==> config.mk <==
export PLATFORM = sky130hd
export DESIGN_NAME = ps2_kbd_tx
export DESIGN_NICKNAME = d
export VERILOG_FILES = /design/src/rtl/ps2_kbd_tx.sv
export SDC_FILE = /design/constraint.sdc
export NUM_CORES = 1
export LEC_CHECK = 0
export ABC_AREA = 1
export CAP_MARGIN = 15
export CORE_ASPECT_RATIO = 1.2
export CORE_MARGIN = 2
export CORE_UTILIZATION = 40
export DETAILED_ROUTE_END_ITERATION = 16
export SETUP_SLACK_MARGIN = 0.02
export SLEW_MARGIN = 20
export SYNTH_ARGS = -nofsm -noshare
export SYNTH_HDL_FRONTEND = slang
export SYNTH_SLANG_ARGS = --single-unit
==> constraint.sdc <==
create_clock -name clk -period 1.7 [get_ports clk]
set_input_delay 0.34 -clock clk [delete_from_list [all_inputs] [get_ports clk]]
set_output_delay 0.34 -clock clk [all_outputs]
set_load 0.02 [all_outputs]
==> src/rtl/ps2_kbd_tx.sv <==
// Device-side PS/2 serializer: accepts one scan-code byte over valid/ready and
// drives the 11-bit device-to-host frame (start, 8 data LSB first, odd parity, stop).
module ps2_kbd_tx #(
  parameter int unsigned HALF_PERIOD = 2000,
  parameter int unsigned GAP_CYCLES  = 4000
) (
  input  logic       clk,
  input  logic       rst,
  input  logic [7:0] tx_data,
  input  logic       tx_valid,
  output logic       tx_ready,
  input  logic       inhibit,
  output logic       ps2_clk,
  output logic       ps2_data,
  output logic       busy
);

  // Handshake: a byte transfers on a rising clk edge where tx_valid and
  // tx_ready are both high; tx_valid without tx_ready is simply ignored.

  typedef enum logic [1:0] {
    IDLE   = 2'd0,
    BIT_HI = 2'd1,
    BIT_LO = 2'd2,
    GAP    = 2'd3
  } state_e;

  localparam logic [15:0] HP_LAST  = 16'(HALF_PERIOD - 1);
  localparam logic [15:0] GAP_LAST = 16'(GAP_CYCLES - 1);
  localparam logic [3:0]  LAST_BIT = 4'd10;

  state_e      state_q,    state_d;
  logic [10:0] shift_q,    shift_d;
  logic [3:0]  bit_idx_q,  bit_idx_d;
  logic [15:0] hp_cnt_q,   hp_cnt_d;
  logic [15:0] gap_cnt_q,  gap_cnt_d;
  logic        ps2_clk_q,  ps2_clk_d;
  logic        ps2_data_q, ps2_data_d;
  logic        busy_q,     busy_d;
  logic        accept;

  // rst is folded in so nothing can be accepted on a reset cycle.
  assign tx_ready = (state_q == IDLE) && !inhibit && !rst;
  assign accept   = tx_valid && tx_ready;

  assign ps2_clk  = ps2_clk_q;
  assign ps2_data = ps2_data_q;
  assign busy     = busy_q;

  always_comb begin
    state_d    = state_q;
    shift_d    = shift_q;
    bit_idx_d  = bit_idx_q;
    hp_cnt_d   = hp_cnt_q;
    gap_cnt_d  = gap_cnt_q;
    ps2_clk_d  = ps2_clk_q;
    ps2_data_d = ps2_data_q;
    busy_d     = busy_q;

    case (state_q)
      IDLE: begin
        if (accept) begin
          // shift_q[0] is always the bit currently on the wire.
          shift_d    = {1'b1, ~^tx_data, tx_data, 1'b0};
          ps2_data_d = 1'b0;
          ps2_clk_d  = 1'b1;
          busy_d     = 1'b1;
          bit_idx_d  = 4'd0;
          hp_cnt_d   = 16'd0;
          state_d    = BIT_HI;
        end
      end

      BIT_HI: begin
        if (hp_cnt_q == HP_LAST) begin
          hp_cnt_d  = 16'd0;
          ps2_clk_d = 1'b0;
          state_d   = BIT_LO;
        end else begin
          hp_cnt_d = hp_cnt_q + 16'd1;
        end
      end

      BIT_LO: begin
        if (hp_cnt_q == HP_LAST) begin
          hp_cnt_d  = 16'd0;
          ps2_clk_d = 1'b1;
          if (bit_idx_q == LAST_BIT) begin
            gap_cnt_d  = 16'd0;
            ps2_data_d = 1'b1;
            state_d    = GAP;
          end else begin
            // Data moves only together with the rising ps2_clk.
            bit_idx_d  = bit_idx_q + 4'd1;
            shift_d    = {1'b1, shift_q[10:1]};
            ps2_data_d = shift_q[1];
            state_d    = BIT_HI;
          end
        end else begin
          hp_cnt_d = hp_cnt_q + 16'd1;
        end
      end

      GAP: begin
        if (gap_cnt_q == GAP_LAST) begin
          gap_cnt_d = 16'd0;
          busy_d    = 1'b0;
          state_d   = IDLE;
        end else begin
          gap_cnt_d = gap_cnt_q + 16'd1;
        end
      end

      default: begin
        state_d    = IDLE;
        ps2_clk_d  = 1'b1;
        ps2_data_d = 1'b1;
        busy_d     = 1'b0;
      end
    endcase
  end

  always_ff @(posedge clk) begin
    if (rst) begin
      state_q    <= IDLE;
      shift_q    <= '0;
      bit_idx_q  <= '0;
      hp_cnt_q   <= '0;
      gap_cnt_q  <= '0;
      ps2_clk_q  <= 1'b1;
      ps2_data_q <= 1'b1;
      busy_q     <= 1'b0;
    end else begin
      state_q    <= state_d;
      shift_q    <= shift_d;
      bit_idx_q  <= bit_idx_d;
      hp_cnt_q   <= hp_cnt_d;
      gap_cnt_q  <= gap_cnt_d;
      ps2_clk_q  <= ps2_clk_d;
      ps2_data_q <= ps2_data_d;
      busy_q     <= busy_d;
    end
  end

endmodule

==> Word-level counts from Yosys, hierarchy flattened <==
Cells that the tools add are included.
{ "op_classes": {"n_addsub": 3, "eq_ne": 12, "n_div": 0, "n_mux": 31, "shifts": 0, "multipliers": 0, "bitwise_logic": 0, "n_reduce_logical": 20, "order_cmp": 0} }
{ "ops": {"columns": ["op", "count"], "rows": [
  ["two-way mux 16 bit", 5],
  ["case mux 16 bit (2 select lines)", 2],
  ["two-way mux 11 bit", 3],
  ["adder 16 x 1 -> 16 bit (second input constant)", 2],
  ["case mux 11 bit (2 select lines)", 1],
  ["== test 16 x 11 -> 1 bit (second input constant)", 1],
  ["== test 16 x 12 -> 1 bit (second input constant)", 1],
  ["two-way mux 4 bit", 3],
  ["!= test 2 bit (second input constant)", 6],
  ["AND reduction 4 bit", 3],
  ["two-way mux 2 bit", 5],
  ["AND reduction 3 bit", 3],
  ["case mux 2 bit (4 select lines)", 1],
  ["case mux 4 bit (2 select lines)", 1],
  ["nonzero test 2 bit", 4],
  ["XNOR reduction 8 bit", 1],
  ["two-way mux 1 bit", 7],
  ["adder 4 x 1 -> 4 bit (second input constant)", 1],
  ["== test 2 bit (second input constant)", 2],
  ["== test 4 bit (second input constant)", 1],
  ["case mux 1 bit (2 select lines)", 2],
  ["logical AND 1 bit", 3],
  ["case mux 1 bit (3 select lines)", 1],
  ["nonzero test 3 bit", 1],
  ["other kinds (5)", 6]
]} }
{ "word_totals": {"latch_bits": 0, "n_memories": 0, "mem_bits_ro": 0, "in_bits": 12, "output_inout_bits": 4, "reg_bits": 52, "word_cells": 74, "ramBits": 0} }

==> Longest topological paths before layout <==
{ "depth": {"word_depth": 6, "ltp_mapped": 12, "ltp_nobuf": 12} }

==> Worst setup path after synthesis <==
OpenSTA, ideal clock, no wires.
{ "synth_path": {"kind": "flip-flop to flip-flop", "from": "reg state_q[0]", "to": "reg bit_idx_q[0]", "path_stages_with_launch": 10, "required_ns": 1.586, "t_arrival_ns": 1.554, "slack_ns": 0.033, "setup_time_ns": 0.114, "period_less_slack_ns": 1.667, "path_buffers": 1, "path_cell_list": "dfxtp_1 inv_1 ha_1 inv_2 nor2_2 nor2_1 nand3_2 buf_4 a21oi_1 nor2_1"} }
{ "synth_via": {"elab_chain_cells": 6, "word_cells_on_any_way": 11, "classes_between": "4 x eq/ne; 1 x mux; 6 x reduce/logical"} }
{ "synth_rtl": {"columns": ["element", "line_no", "text"], "rows": [
  ["start, declared", "32", "state_e state_q, state_d;"],
  ["start signal, assigned", "134", "state_q <= state_d;"],
  ["logical NOT 2 bit", "43, 60", null],
  ["logical AND 1 bit (2 in a row)", "43", "assign tx_ready = (state_q == IDLE) && !inhibit && !rst;"],
  ["logical AND 1 bit", "44", "assign accept = tx_valid && tx_ready;"],
  ["!= test 2 bit (no source line)", null, null],
  ["AND reduction 4 bit (no source line)", null, null],
  ["end signal, assigned", "136", "bit_idx_q <= bit_idx_d;"],
  ["end, declared", "34", "logic [3:0] bit_idx_q, bit_idx_d;"]
]} }
Parallel ways exist; a longest one is shown, timed or not.
A chain may end at the register's enable or synchronous reset.

==> Worst setup path after layout <==
{ "layout_path": {"from": "reg state_q[1]", "to": "reg shift_q[8]"} }
{ "layout_via": {"elab_chain_cells": 6, "word_cells_on_any_way": 11, "classes_between": "4 x eq/ne; 1 x mux; 6 x reduce/logical"} }
{ "layout_rtl": {"columns": ["element", "line_no", "text"], "rows": [
  ["logical NOT 2 bit", "43, 60", null],
  ["logical AND 1 bit (2 in a row)", "43", null],
  ["logical AND 1 bit", "44", null],
  ["!= test 2 bit (no source line)", null, null],
  ["AND reduction 4 bit (no source line)", null, null],
  ["end signal, assigned", "135", "shift_q <= shift_d;"],
  ["end, declared", "33", "logic [10:0] shift_q, shift_d;"]
]} }
Parallel ways exist; a longest one is shown, timed or not.

==> results by group <==
Yosys
  • Warnings, synthesis: 0
  • Sequential element share of the synthesized area: between 30 and 40%
  • Top_reg_cell synth: dfxtp_1
  • Avg Cell Area, Syn: between 6 and 7 um2
  • Post-synthesis net count: approximately 520
  • Syn Std Cell Area: about 3000 um2
  • Synth Instances: approximately 500
  • Post-synth EDFFs: 0
  • Number of synthesized register bits: between 50 and 60
  • Async S/R FF share, synth: 0%
  • Yosys cell types: 28

Global route
  • Initial antenna violation count: 0
  • Total gr overflow: 0
  • Overall routing resource usage: 17.4%
  • Vias in the first global route: around 2800
  • Largest net degree at the start of global routing: 23
  • First-pass GRT wire length: ~12 mm

Finish
  • Layout cell share with drive strength beyond 1: 17.4%
  • Fill cells: approximately 810
  • Layout Nets: 567
  • Syn-to-layout area delta: 26.0%
  • Final core utilization: between 50% and 60%
  • Antenna cells: 0

Clocking
  • Clock sinks: 51
  • CTS Hold Buffers Added: 0
  • Reg clk slew, reported paths: roughly 90 ps
  • CTS Root Cell: clkbuf_8
  • Clock buffer count from CTS: 5
  • Worst skew pair latency: ~310 ps
  • CTS tree: done
  • CTS max path bufs: 2
  • H-tree Lvls: 2

STA
  • Headroom to the max-slew limit: about three quarters
  • Final min period: between 1500 and 2000 ps
  • Period Utilization, post-route: 97.4%
  • Final Hold Vio Count: 0
  • RSZ-0062 raised after global routing: yes
  • Setup violators final: 0
  • F_max: 604 MHz
  • Hold Slack: ~460 ps
  • Slew @ Worst Pin: 368 ps
  • Clock Skew: approximately 7.6 ps
  • Max Slew Vio Count: 0

Route
  • Met1 wire length: around 3.3 mm
  • Length of routed met3 wiring: ~160 um
  • Met2 WL: 3.88 mm
  • Starting DRT DRC Count: between 150 and 200
  • Detailed Route WL: around 7.4 mm
  • DRC viols: 0
  • Routed len/inst: roughly 12 um
  • Highest routed layer: met4
  • 1st-pass router iterations: 4
  • Routed via count: ~3100
  • Via density: ~5
  • Detail Route Antenna Nets: 0

Floorplanning
  • CORE AREA: roughly 7600 um2
  • Site row count: 35
  • Chip Height: roughly 100 um
  • Initial Util: approximately two fifths
  • Io pins: 16
  • Die Wd: roughly 84 um
  • Die area: 8390 um2

Status
  • Outcome: finished clean

Setup path
  • Type of the worst setup path: flop to flop
  • Crit path capture type: flop
  • Crit Path Max Fanout: 8
  • Slowest-stage cell, CP: dfxtp_4
  • CP cell instances: inv_4 -> ha_4 -> buf_6 -> nand4_1 -> nand2_2 -> a21boi_4 -> buf_6 -> nand3_1 -> a21oi_1
  • Most numerous cell on the critical path: buf_6
  • CP Buf/Inv Count: 3
  • Worst path required time: between 1500 and 2000 ps
  • Nature of the critical path startpoint: flop
  • Top cell family by delay on the critical path: simple AND/OR/NAND/NOR gates
  • Slowest cell delay on critical path: between 300 and 400 ps
  • Arrival time of the worst setup path: 1900 ps

Placement
  • PortBufs: 15
  • Hpwl dp: between 5 and 6 mm
  • Final Wtd Congestion: 0.815

Power and ir drop
  • Pwr Density: 1350 nW/um2
  • IR Drop Worst-Case VDD: between 0.8 and 0.9 mV
  • Leak: approximately 1.6 nW

Flow run
  • Max_cap viols: 0

Hold path
  • Hold Crit Class: flop to flop
-- through the flow --
step	cell area, um2	std cells	TNS, ps	power (mW)	worst slack (ps)
after global placement	3540	625	-1760	3.91	-240
final	3870	639	0	5.23	44.2
after floorplan	3070	498	0	2.92	32.6
after global routing	3870	639	-389	5.62	-62.9
after detailed placement	3540	625	-3150	3.95	-247
after CTS	3650	633	0	4.73	11.3
-- registers in the layout, indices dropped and copies added, names as in the netlist --
register,cells
busy,1
gap_cnt_q,16
ps2_data,1
ps2_clk,1
shift_q,10
state_q,2
hp_cnt_q,16
bit_idx_q,4
-- routing by layer --
layer / track usage (%) / vias to the layer above
met5: 0 / -
met4: 4.47 / 0
met3: 3.29 / 5
met2: 31.9 / 24
met1: 20.8 / 1418
li1: - / 1665
-- Yosys cell counts, types with 2 or more instances --
cell      count  area, um2
inv_1        53        199
nand4_1       7       43.8
xor2_1        9       78.8
a21oi_1      34        170
nand2_2       2       12.5
nor2_1       87        327
o21ai_0      15       75.1
ha_1          9        113
clkbuf_1      4       15.0
inv_2         2       7.51
nand3_1      43        215
dfxtp_1      51       1020
nand2_1     145        544
nor3_1       11       55.1
buf_2         5       25.0
nand3b_1      5       37.5
xnor2_1       2       17.5
buf_4         4       30.0
-- repair_timing --
item / in CTS / in global routing
setup endpoints to repair: 27 / 49
resized for setup: 11 / 51
pin swaps: 0 / 17
setup buffers: 0 / 6
-- worst paths after layout --
kind,end,slack [ps],cells after the start,from
setup / recovery,shift_q[8]$_SDFFE_PP0P_,40,9,state_q[1]$_SDFFE_PP0P_
hold / removal,shift_q[10]$_SDFFE_PP0P_,460,2,shift_q[10]$_SDFFE_PP0P_
setup reg to reg,shift_q[8]$_SDFFE_PP0P_,40,9,state_q[1]$_SDFFE_PP0P_
hold reg to reg,shift_q[10]$_SDFFE_PP0P_,460,2,shift_q[10]$_SDFFE_PP0P_
-- worst reg2reg max path, stage by stage (launching register included) --
cell and delay [ps]:
dfxtp_4 370, inv_4 60, ha_4 130, buf_6 100, nand4_1 150, nand2_2 160
a21boi_4 250, buf_6 160, nand3_1 80, a21oi_1 130
-- area by class of cell --
| type | count | area [um2] | share of cell area, % |
|---|---|---|---|
| clock buffers | 6 | 82.6 | 2.13 |
| inverters | 55 | 211 | 5.47 |
| repair buffers | 55 | 500 | 12.9 |
| flip-flops and latches | 51 | 1030 | 26.6 |
| multi-input cells | 378 | 1910 | 49.5 |
| clock inverters | 2 | 16.3 | 0.420 |
| well taps | 92 | 115 | 2.98 |
-- power by group --
part           internal (mW)  switching, mW
clock network          0.333          0.412
registers               1.39          0.121
logic                   1.38           1.61
-- cells in the final DEF, fill, tap and decap left out, types with 9 or more instances in the layout --
cell	count
a21oi_1	30
nor2_1	82
o21ai_0	13
nand2_1	140
buf_4	30
nor3_1	9
clkdlybuf4s50_1	14
dfxtp_1	46
nand3_1	36
inv_1	49
xor2_1	9
-- cells by family (layout without fill, tap and decap cells) --
logic type      after synthesis  after routing  share of synthesized area (%)
simple gates                307            307                           41.9
fa+ha+maj                     9              9                           3.67
xor+xnor                     11             11                           3.14
buf+inv                      69            118                           9.13
compound gates               51             51                           8.85
flops                        51             51                           33.3
Note: power is estimated with default switching activity, not from simulation.
